`src/rtl/framebuffer_pkg.sv`:
```
// Shared definitions for the framebuffer read and write paths: lane geometry
// helpers, the accumulator operation encoding and pixel-mask to byte-strobe expansion.
package framebuffer_pkg;

  localparam int MAX_LANES = 64;
  localparam int MAX_STRB  = 256;

  typedef enum logic [2:0] {
    ACC_HOLD,
    ACC_LOAD,
    ACC_MERGE,
    ACC_FLUSH_LOAD,
    ACC_FLUSH
  } accOp_e;

  function automatic int calcLanes(input int streamWidth, input int pixelWidth);
    return streamWidth / pixelWidth;
  endfunction

  // LANES is expected to be a power of two and at least 2.
  function automatic int calcTagPos(input int lanes);
    return $clog2(lanes);
  endfunction

  // Each set pixel bit becomes bytesPerPixel consecutive byte enables, lane 0 lowest.
  function automatic logic [MAX_STRB-1:0] maskToStrb(input logic [MAX_LANES-1:0] mask,
                                                     input int bytesPerPixel);
    logic [MAX_STRB-1:0] strb;
    logic [MAX_STRB-1:0] laneOnes;
    strb     = '0;
    laneOnes = (MAX_STRB'(1) << bytesPerPixel) - MAX_STRB'(1);
    for (int l = MAX_LANES - 1; l >= 0; l--) begin
      strb = strb << bytesPerPixel;
      if (mask[l]) begin
        strb = strb | laneOnes;
      end
    end
    return strb;
  endfunction

endpackage

```
`src/rtl/framebuffer_deserializer.sv`:
```
// Packs a per-pixel fragment stream into masked memory-word beats, one beat per
// run of consecutive pixels that land in the same word.
module framebuffer_deserializer
  import framebuffer_pkg::*;
#(
  parameter int STREAM_WIDTH = 32,
  parameter int ADDR_WIDTH   = 32,
  parameter int PIXEL_WIDTH  = 16,
  localparam int LANES       = calcLanes(STREAM_WIDTH, PIXEL_WIDTH),
  localparam int TAG_POS     = calcTagPos(LANES),
  localparam int STRB_W      = STREAM_WIDTH / 8,
  localparam int TAG_W       = ADDR_WIDTH - TAG_POS
) (
  input  logic                    aclk,
  input  logic                    areset,
  input  logic                    s_frag_axis_tvalid,
  output logic                    s_frag_axis_tready,
  input  logic [PIXEL_WIDTH-1:0]  s_frag_axis_tdata,
  input  logic [ADDR_WIDTH-1:0]   s_frag_axis_tdest,
  input  logic                    s_frag_axis_tstrb,
  input  logic                    s_frag_axis_tlast,
  output logic                    m_mem_axi_wvalid,
  input  logic                    m_mem_axi_wready,
  output logic [STREAM_WIDTH-1:0] m_mem_axi_wdata,
  output logic [STRB_W-1:0]       m_mem_axi_wstrb,
  output logic                    m_mem_axi_wlast,
  output logic [TAG_W-1:0]        m_mem_waddr
);

  localparam int BYTES_PER_PIXEL = PIXEL_WIDTH / 8;

  logic                    accValid_q, accValid_d;
  logic [TAG_W-1:0]        accTag_q, accTag_d;
  logic [STREAM_WIDTH-1:0] accData_q, accData_d;
  logic [LANES-1:0]        accMask_q, accMask_d;
  logic                    accClosed_q, accClosed_d;
  logic                    accLast_q, accLast_d;

  logic                    wvalid_q, wvalid_d;
  logic [STREAM_WIDTH-1:0] wdata_q, wdata_d;
  logic [STRB_W-1:0]       wstrb_q, wstrb_d;
  logic                    wlast_q, wlast_d;
  logic [TAG_W-1:0]        waddr_q, waddr_d;

  logic [TAG_W-1:0]        fragTag;
  logic [TAG_POS-1:0]      fragLane;
  logic                    outFree;
  logic                    sameWord;
  logic                    accept;
  logic                    flush;
  logic                    keepBeat;
  logic [STRB_W-1:0]       flushStrb;
  accOp_e                  accOp;

  assign fragTag  = s_frag_axis_tdest[ADDR_WIDTH-1:TAG_POS];
  assign fragLane = s_frag_axis_tdest[TAG_POS-1:0];

  assign outFree  = !wvalid_q || m_mem_axi_wready;
  assign sameWord = accValid_q && !accClosed_q && (fragTag == accTag_q);
  assign accept   = s_frag_axis_tvalid && s_frag_axis_tready;

  // A pixel that would displace the accumulator can only enter when the output slot is free.
  assign s_frag_axis_tready = !accValid_q || sameWord || outFree;

  always_comb begin
    accOp = ACC_HOLD;
    if (accept) begin
      if (!accValid_q) begin
        accOp = ACC_LOAD;
      end else if (sameWord) begin
        accOp = ACC_MERGE;
      end else begin
        accOp = ACC_FLUSH_LOAD;
      end
    end else if (accValid_q && accClosed_q && outFree) begin
      accOp = ACC_FLUSH;
    end
  end

  assign flush     = (accOp == ACC_FLUSH_LOAD) || (accOp == ACC_FLUSH);
  assign keepBeat  = (accMask_q != '0) || accLast_q;
  assign flushStrb = STRB_W'(maskToStrb(MAX_LANES'(accMask_q), BYTES_PER_PIXEL));

  always_comb begin
    accValid_d  = accValid_q;
    accTag_d    = accTag_q;
    accData_d   = accData_q;
    accMask_d   = accMask_q;
    accClosed_d = accClosed_q;
    accLast_d   = accLast_q;
    case (accOp)
      ACC_LOAD, ACC_FLUSH_LOAD: begin
        accValid_d  = 1'b1;
        accTag_d    = fragTag;
        accData_d   = '0;
        accMask_d   = '0;
        accClosed_d = s_frag_axis_tlast;
        accLast_d   = s_frag_axis_tlast;
      end
      ACC_MERGE: begin
        accClosed_d = s_frag_axis_tlast;
        accLast_d   = s_frag_axis_tlast;
      end
      ACC_FLUSH: begin
        accValid_d  = 1'b0;
        accMask_d   = '0;
        accClosed_d = 1'b0;
        accLast_d   = 1'b0;
      end
      default: begin
      end
    endcase
    // Lane write lands on top of a fresh load or an ongoing merge alike.
    if (accept && s_frag_axis_tstrb) begin
      for (int l = 0; l < LANES; l++) begin
        if (fragLane == TAG_POS'(l)) begin
          accData_d[l*PIXEL_WIDTH +: PIXEL_WIDTH] = s_frag_axis_tdata;
          accMask_d[l] = 1'b1;
        end
      end
    end
  end

  always_ff @(posedge aclk or posedge areset) begin
    if (areset) begin
      accValid_q  <= 1'b0;
      accTag_q    <= '0;
      accData_q   <= '0;
      accMask_q   <= '0;
      accClosed_q <= 1'b0;
      accLast_q   <= 1'b0;
    end else begin
      accValid_q  <= accValid_d;
      accTag_q    <= accTag_d;
      accData_q   <= accData_d;
      accMask_q   <= accMask_d;
      accClosed_q <= accClosed_d;
      accLast_q   <= accLast_d;
    end
  end

  // Empty words vanish, except an end-of-stream word which goes out with no strobes.
  always_comb begin
    wvalid_d = wvalid_q;
    wdata_d  = wdata_q;
    wstrb_d  = wstrb_q;
    wlast_d  = wlast_q;
    waddr_d  = waddr_q;
    if (outFree) begin
      wvalid_d = 1'b0;
      if (flush && keepBeat) begin
        wvalid_d = 1'b1;
        wdata_d  = accData_q;
        wstrb_d  = flushStrb;
        wlast_d  = accLast_q;
        waddr_d  = accTag_q;
      end
    end
  end

  always_ff @(posedge aclk or posedge areset) begin
    if (areset) begin
      wvalid_q <= 1'b0;
      wdata_q  <= '0;
      wstrb_q  <= '0;
      wlast_q  <= 1'b0;
      waddr_q  <= '0;
    end else begin
      wvalid_q <= wvalid_d;
      wdata_q  <= wdata_d;
      wstrb_q  <= wstrb_d;
      wlast_q  <= wlast_d;
      waddr_q  <= waddr_d;
    end
  end

  assign m_mem_axi_wvalid = wvalid_q;
  assign m_mem_axi_wdata  = wdata_q;
  assign m_mem_axi_wstrb  = wstrb_q;
  assign m_mem_axi_wlast  = wlast_q;
  assign m_mem_waddr      = waddr_q;

endmodule

```
`config.mk`:
```
export PLATFORM = sky130hd
export DESIGN_NAME = framebuffer_deserializer
export DESIGN_NICKNAME = d
export VERILOG_FILES = /design/src/rtl/framebuffer_pkg.sv /design/src/rtl/framebuffer_deserializer.sv
export SDC_FILE = /design/constraint.sdc
export NUM_CORES = 1
export LEC_CHECK = 0
export CAP_MARGIN = 20
export CORE_UTILIZATION = 35
export CTS_CLUSTER_DIAMETER = 40
export CTS_CLUSTER_SIZE = 12
export DETAILED_ROUTE_END_ITERATION = 6
export DONT_BUFFER_PORTS = 1
export PLACE_DENSITY_LB_ADDON = 0.15
export SYNTH_ARGS = -nofsm -noshare
export SYNTH_HDL_FRONTEND = slang
export SYNTH_SLANG_ARGS = --single-unit
```
`constraint.sdc`:
```
create_clock -name aclk -period 8.2 [get_ports aclk]
set_clock_uncertainty 0.05 [all_clocks]
set_input_delay 1.23 -clock aclk [delete_from_list [all_inputs] [get_ports aclk]]
set_output_delay 1.23 -clock aclk [all_outputs]
set_load 0.005 [all_outputs]
```
* Yosys cells after proc, flatten, opt, wreduce, memory -nomap -nowiden
Index checks and enable logic that the tools add are counted.
** Cells by class
- Equal/unequal tests :: 5
- Muxes and demuxes :: 17
- Reduce and logical (&&, ||, !) cells :: 22
** Operator list (number)
- 32-bit two-way mux :: 2
- 16-bit two-way mux :: 2
- 31-bit equality test :: 1
- 3-bit two-way mux :: 3
- 2-bit two-way mux :: 4
- 1-bit logical AND :: 7
- 3-bit by 2-bit equality test with 1-bit output (second input constant) :: 2
- 2-bit nonzero test :: 3
- 3-bit OR reduction :: 2
- 1-bit logical OR :: 5
- 1-bit two-way mux :: 4
- 1-bit one-hot mux with 2 select lines :: 2
- 3-bit by 1-bit equality test with 1-bit output (second input constant) :: 1
- 3-bit equality test (second input constant) :: 1
- 1-bit zero test :: 3
- 2-bit AND reduction :: 1
- 2-bit OR reduction :: 1
** Storage, ports and cells
- Register bits after elaboration :: 136
- Bits of input ports :: 54

* Logic depth before layout (Yosys ltp)
Gate-level depths: netlist of run 1.
- Depth in word-level cells :: 12
- Depth in mapped cells :: 8
- Depth with buffers taken out :: 6

* Worst setup path before layout of run 1
OpenSTA, ideal clock, no wires.
- Kind :: input port to output port
- From :: input port s_frag_axis_tdest[15]
- To :: output port s_frag_axis_tready
- Arrival time :: 2.228 ns
- Data required time :: 6.920 ns
- Path slack :: 4.692 ns
- Cell stages on the path :: 5
- Path buffers :: 0
- Cell sequence :: xor2_1 nor4_1 nand4_1 nor2_2 or2_2
** Between the ends
- Cells in the longest elaborated chain, start to end :: 4
** Ends and longest elaborated chain
- from (decl) :: RTL line framebuffer_deserializer.sv:19 : input logic [ADDR_WIDTH-1:0] s_frag_axis_tdest,
- 31-bit equality test :: RTL line framebuffer_deserializer.sv:59 : assign sameWord = accValid_q && !accClosed_q && (fragTag == accTag_q);
- 1-bit logical AND :: RTL line framebuffer_deserializer.sv:59
- 1-bit logical OR (2 in a row) :: RTL line framebuffer_deserializer.sv:63 : assign s_frag_axis_tready = !accValid_q || sameWord || outFree;
- to (decl) :: RTL line framebuffer_deserializer.sv:17 : output logic s_frag_axis_tready,
No other way between the ends.

* Worst setup path after layout of run 1
- From :: input port s_frag_axis_tdest[31]
- To :: output port s_frag_axis_tready
Same word-level chain as after synthesis.

==> impl_results.md, run 1 <==
* Status: complete, no violations
* Worst relative slew slack at 31.82%
* Final period util at 49.77%
* TNS Setup at 0 ps
* Final nets at 471
* Die width at 131.7 um
* Total GRT Usage at 14.77%
* Unrepaired setup endpoints after global routing: false
* Reg power frac at 44.8%
* Worst path required time at 6920 ps
* Hold Violations, Final at 0
* Placer Congestion at 0.7534
* Post_cts resized at 0
* Warnings, synthesis at 0
* Pleak at 3.239 nW
* 1st-pass router iterations at 4
* Pwr/cell area at 358.2 nW/um^2
* CP Launch Type: input port
* Number of max-cap violations at 0
* Synth area leader: dfrtp_1
* Core Rows at 47
* Setup slack, reg-to-reg at 4700 ps
* Synth cell types at 30
* # diodes at 0
* Crit. Startpoint: s_frag_axis_tdest[31]
* CTS max path bufs at 2
* PortBufs at 0
* Syn Inst Count at 411
* Switching power at 0.6882 mW
* Synth area leaders: dfrtp_1 57%, mux2_4 15%, mux2_2 6.5%
* Post-layout instance area at 6681 sq um
* EDFF count, synth at 0
* Async set-or-reset flop fraction in the synthesized netlist at 100.0%
* Die height at 131.7 um
* Initial antenna violation count at 0
* Hold wc startpoint: accData_q[27]$_DFF_PP0_
* Pin count of the biggest net entering global routing at 72
* Non-filler cells in the finished layout at 649
* Worst EP arrival at 2800 ps
* FF-to-FF Start: accTag_q[30]$_DFFE_PP0P_
* Top post-synthesis cells by count: 134 x dfrtp_1, 60 x mux2_4, 36 x nand2_1, 34 x mux2_2, 32 x mux2i_1
* Post-DP Area at 6083 sq um
* Gr ovfl total at 0
* Internal at 1.705 mW
* CTS tree: yes
* Full die area at 17340 sq um
* Logic pwr share at 23.0%
* DR iter-0 viols at 97
* Util after Layout at 40.43%
* Antenna Nets Post-Route at 0
* Maximum fanout along the worst path at 5
* Clock input transition at the sequential cells of the worst setup and hold paths at 60 ps
* Root buf cell: clkbuf_16
* Hold buffers post-CTS at 0
* Critical path class: input port to primary output
* HPWL Detailed at 7.654 mm
* Fill cell count at 1538
* Synth Cell Area at 5887 sq um
* Final Setup Violations at 0
* CTS H-tree depth at 4
* Syn Area/Cell at 14.32 sq um
* Fraction of layout cells with a size suffix above 1 at 32.40%
* Setup Buffers After CTS at 0
* Max VDD drop at 0.1390 mV
* Hold WC Path Type: register to register
* Via count at 3077
* Switch share at 28.76%
* Initial core utilization at 35.63%
* Vias in the first global route at 3356
* Crit path capture type: primary output
* # clock sinks at 134
* Core area at 16520 sq um
* I/O pin count at 124
* Final-report max-slew violation count at 0
* Num CTS Buffers at 17
* WL final at 11.82 mm
* Sequential area share after synthesis at 56.96%
* Design Power at 2.393 mW
* F_max at 245.0 MHz
* First-pass GRT wire length at 19.38 mm
* Clock share of power at 32.3%
* Most frequent cell after synthesis: dfrtp_1
* Flops & latches, synth at 134
* Final min period at 4081 ps
* Commonest register cell after synthesis: dfrtp_1
* Mapped Nets at 465
* Slew @ Worst Pin at 1018 ps
* DRC Markers at 0
* Top cell type's share of synthesized area at 56.96%
* Synthesis-to-finish area growth at 13.50%
* DP Cell Count at 618
* Worst skew pair latency at 420 ps
* DR vias/cell at 4.741
* Routed WL per cell at 18.22 um
## cell usage in the layout (no fill, tap or decap), drive strengths merged, types with 2 or more instances in the layout
| cell | n |
|---|---|
| dfrtp | 134 |
| mux2 | 94 |
| nand2 | 36 |
| mux2i | 32 |
| xor2 | 31 |
| inv | 22 |
| clkbuf | 19 |
| o21ai | 9 |
| nor4 | 8 |
| buf | 6 |
| o31ai | 5 |
| clkinvlp | 5 |
| clkinv | 4 |
| a21oi | 3 |
| bufinv | 3 |
| nor2 | 3 |
| nand2b | 2 |
| nand4 | 2 |
## final timing paths
| check | cells past startpoint | end |
|---|---|---|
| setup / recovery | 5 | s_frag_axis_tready |
| hold / removal | 1 | m_mem_axi_wdata[27]$_DFFE_PP0P_ |
| setup reg to reg | 6 | accTag_q[26]$_DFFE_PP0P_ |
| hold reg to reg | 1 | m_mem_axi_wdata[27]$_DFFE_PP0P_ |
| max in group asynchronous | 2 | m_mem_waddr[13]$_DFFE_PP0P_ |
| min in group asynchronous | 1 | m_mem_axi_wdata[7]$_DFFE_PP0P_ |
## registers in the layout (all words and copies together), names as in the netlist
name / cells
m_mem_axi_wvalid: 1
m_mem_axi_wlast: 1
accTag_q: 31
accData_q: 32
accMask_q: 2
accValid_q: 1
m_mem_axi_wstrb: 2
accLast_q: 1
m_mem_axi_wdata: 32
m_mem_waddr: 31
## layer usage
| layer | share of wire (%) | up-vias | global-route usage (%) |
|---|---|---|---|
| met4 | 1.8 | 0 | 7.041 |
| met5 | 0 | - | 0 |
| met3 | 5.5 | 18 | 4.977 |
| li1 | - | 1436 | - |
| met2 | 46 | 78 | 21.66 |
| met1 | 47 | 1545 | 19.50 |
## kinds of logic after synthesis
kind of cell    share of synthesized area, %
buf+inv                                3.996
simple gates                           4.336
mux                                    27.25
flops                                  56.96
compound gates                         2.848
xor+xnor                               4.612
## layout make-up
type	instances	area (sq um)	area share [%]
Multi-Input combinational cell	236	2322	34.76
Clock buffer	19	442.9	6.629
Timing Repair Buffer	6	45.04	0.6742
Sequential cell	134	3353	50.19
Clock inverter	12	155.1	2.322
Inverter	22	87.58	1.311
Tap cell	220	275.3	4.120
## power by group through the flow
| stage | combinational [mW] | clock, mW | sequential (mW) |
|---|---|---|---|
| finish | 0.550 | 0.772 | 1.07 |
| global route | 0.603 | 0.823 | 1.10 |
| CTS | 0.561 | 0.793 | 1.08 |
| detailed placement | 0.559 | 0 | 1.09 |
| global placement | 0.548 | 0 | 1.08 |
| floorplan | 0.512 | 0 | 1.02 |
## per-stage QoR
stage          setup WS, ps  hold WS, ps
6_report               4119        451.5
5_1_grt                3978        455.2
4_1_cts                4083        449.0
3_5_place_dp           3781        442.2
3_3_place_gp           3819        437.5
2_1_floorplan          3337        431.2
## worst max-delay path: stages
cell	delay (ps)
xor2_1	120
nor4_1	410
nand4_1	450
nor2_2	400
or2_2	180
Power figures use the tool's default switching activity.
==> inputs of run 2 (changes only) <==
- clock period: 8.2 -> 3.86 ns (I/O delays scaled with it)
==> impl_results.md, run 2 (synthesis results as in run 1) <==
* Min Hold Slack at 19.18 ps (-432.3 ps)
* Via count at 3105 (+0.91%)
* HPWL Detailed at 7.882 mm (+3.0%)
* Final period util at 80.81%
* Final Setup Violations at 0 (unchanged)
* Root buf cell: clkbuf_16
* Vias in the first global route at 3322 (-1.0%)
* Crit path cell chain: xor2_1 -> nor4_1 -> nand4_1 -> nor2_2 -> or2_2
* WL final at 11.81 mm (about the same)
* Initial core utilization at 35.63% (unchanged)
* Worst path required time at 3230 ps (-3690 ps)
* Final min period at 3119 ps
* Placer Congestion at 0.7889 (+4.7%)
* Final nets at 473 (+0.42%)
* CP Launch Type: register
* Slowest stage delay, CP at 470 ps (+20 ps)
* Fraction of layout cells with a size suffix above 1 at 33.10% (+0.70 points)
* Post_cts resized at 0 (unchanged)
* Metal1 wirelength at 5.352 mm (-3.2%)
* Hold Violations, Final at 0 (unchanged)
* Slew @ Worst Pin at 633.8 ps (-384.0 ps)
* Unrepaired setup endpoints after global routing: false
* Status: finished, violations left
* Core area at 16520 sq um (unchanged)
* Worst relative slew slack at 57.75% (+26 points)
* Final-report max-slew violation count at 0 (unchanged)
* 1st-pass router iterations at 6 (+2)
* Critical-path top delay cell: nand4_1
* # clock sinks at 134 (unchanged)
* DRC Markers at 2 (+2)
* CTS H-tree depth at 4 (unchanged)
* Routed WL per cell at 18.12 um (-0.53%)
* DR iter-0 viols at 133 (+37%)
* Max VDD drop at 0.3140 mV (+130%)
* Synthesis-to-finish area growth at 14.28%
* Pwr/cell area at 761.1 nW/um^2 (+110%)
* Total GRT Usage at 14.65% (-0.12 points)
* Most frequent cells in the layout: 134 x dfrtp_1, 60 x mux2_4, 36 x nand2_1
* Die height at 131.7 um (unchanged)
* I/O pin count at 124 (unchanged)
* Most common cell after layout, fill and taps aside: dfrtp_1
* DR vias/cell at 4.762 (+0.45%)
* Worst EP arrival at 2490 ps (-310 ps)
* CTS max path bufs at 2 (unchanged)
* Clock input transition at the sequential cells of the worst setup and hold paths at 60 ps (about the same)
* Wire length on met3 at 727 um (+13%)
* Met2 WL post-DR at 5.574 mm (+2.6%)
* CTS tree: yes
* Critical path class: register to primary output
* Pin count of the biggest net entering global routing at 71 (-1.4%)
* TNS Setup at 0 ps (unchanged)
* Hold buffers post-CTS at 0 (unchanged)
* Worst skew pair latency at 410 ps (about the same)
* Hold WC Path Type: input port to async pin
* # diodes at 0 (unchanged)
* PortBufs at 0 (unchanged)
* Core Rows at 47 (unchanged)
* Maximum fanout along the worst path at 5 (unchanged)
* Initial antenna violation count at 0 (unchanged)
* Failing checks: design-rule violations
* Die width at 131.7 um (unchanged)
* First-pass GRT wire length at 19.20 mm (-0.96%)
* Top sig layer: met4
* Setup Buffers After CTS at 0 (unchanged)
* Num CTS Buffers at 17 (unchanged)
* Full die area at 17340 sq um (unchanged)
* Antenna Nets Post-Route at 0 (unchanged)
* Pleak at 3.273 nW (+1.1%)
* Setup slack, reg-to-reg at 980 ps (-3720 ps)
* Number of max-cap violations at 0 (unchanged)
* F_max at 320.6 MHz
* Gr ovfl total at 0 (unchanged)
* Crit path capture type: primary output
==> run 2: cell types whose count changed in the layout (fill, tap and decap cells not counted), sizes merged <==
cell	previous run	this run
clkbuf	19	20
clkinv	4	7
clkinvlp	5	3
inv	22	21
buf	6	8
==> run 2: routing by layer <==
layer	GRT usage (%)	up-vias
li1	-	1428
met1	18.80	1580
met2	22.25	83
met3	5.440	14
met4	5.814	0
met5	0	-
==> run 2: where the power goes <==
group / leakage, nW / switching, mW / internal (mW)
Clock: 0.302 / 0.603 / 1.06
Sequential: 1.69 / 0.408 / 1.87
Combinational: 1.28 / 0.445 / 0.732
Total: 3.27 / 1.46 / 3.66
==> run 2: stage by stage <==
step / total power, mW / cells / worst slack, ps / cell area (sq um) / util (%)
6_report: 5.121 / 652 / 740.6 / 6728 / 40.71
5_1_grt: 5.411 / 652 / 562.0 / 6728 / 40.71
4_1_cts: 5.205 / 652 / 687.0 / 6728 / 40.71
3_5_place_dp: 3.501 / 620 / 799.3 / 6110 / 36.97
3_3_place_gp: 3.470 / 620 / 810.1 / 6110 / 36.97
2_1_floorplan: 3.248 / 411 / 1500 / 5891 / -
==> run 2: final cells by class <==
type	count	area, sq um
sequential	134	3353
timing repair buffer	8	72.57
inverter	22	86.33
clock inverter	12	151.4
clock buffer	20	466.7
multi-input combinational	236	2322
tap	220	275.3
fill	1543	9797
==> run 2: worst paths after layout <==
check | start | endpoint | depth (start not counted)
setup / recovery | accTag_q[30]$_DFFE_PP0P_ | s_frag_axis_tready | 5
hold / removal | areset | accTag_q[21]$_DFFE_PP0P_ | 1
setup reg to reg | accTag_q[30]$_DFFE_PP0P_ | m_mem_axi_wdata[30]$_DFFE_PP0P_ | 7
hold reg to reg | accData_q[5]$_DFF_PP0_ | m_mem_axi_wdata[5]$_DFFE_PP0P_ | 1
max in group asynchronous | areset | accTag_q[22]$_DFFE_PP0P_ | 2
min in group aclk | s_frag_axis_tdest[28] | accTag_q[27]$_DFFE_PP0P_ | 1
==> run 2: critical path: cells and delay by family (launching register included) <==
| family | cells | cell delay (ps) |
|---|---|---|
| AND/OR/NAND/NOR | 4 | 1500 |
| flip-flops | 1 | 400 |
| XOR/XNOR | 1 | 170 |
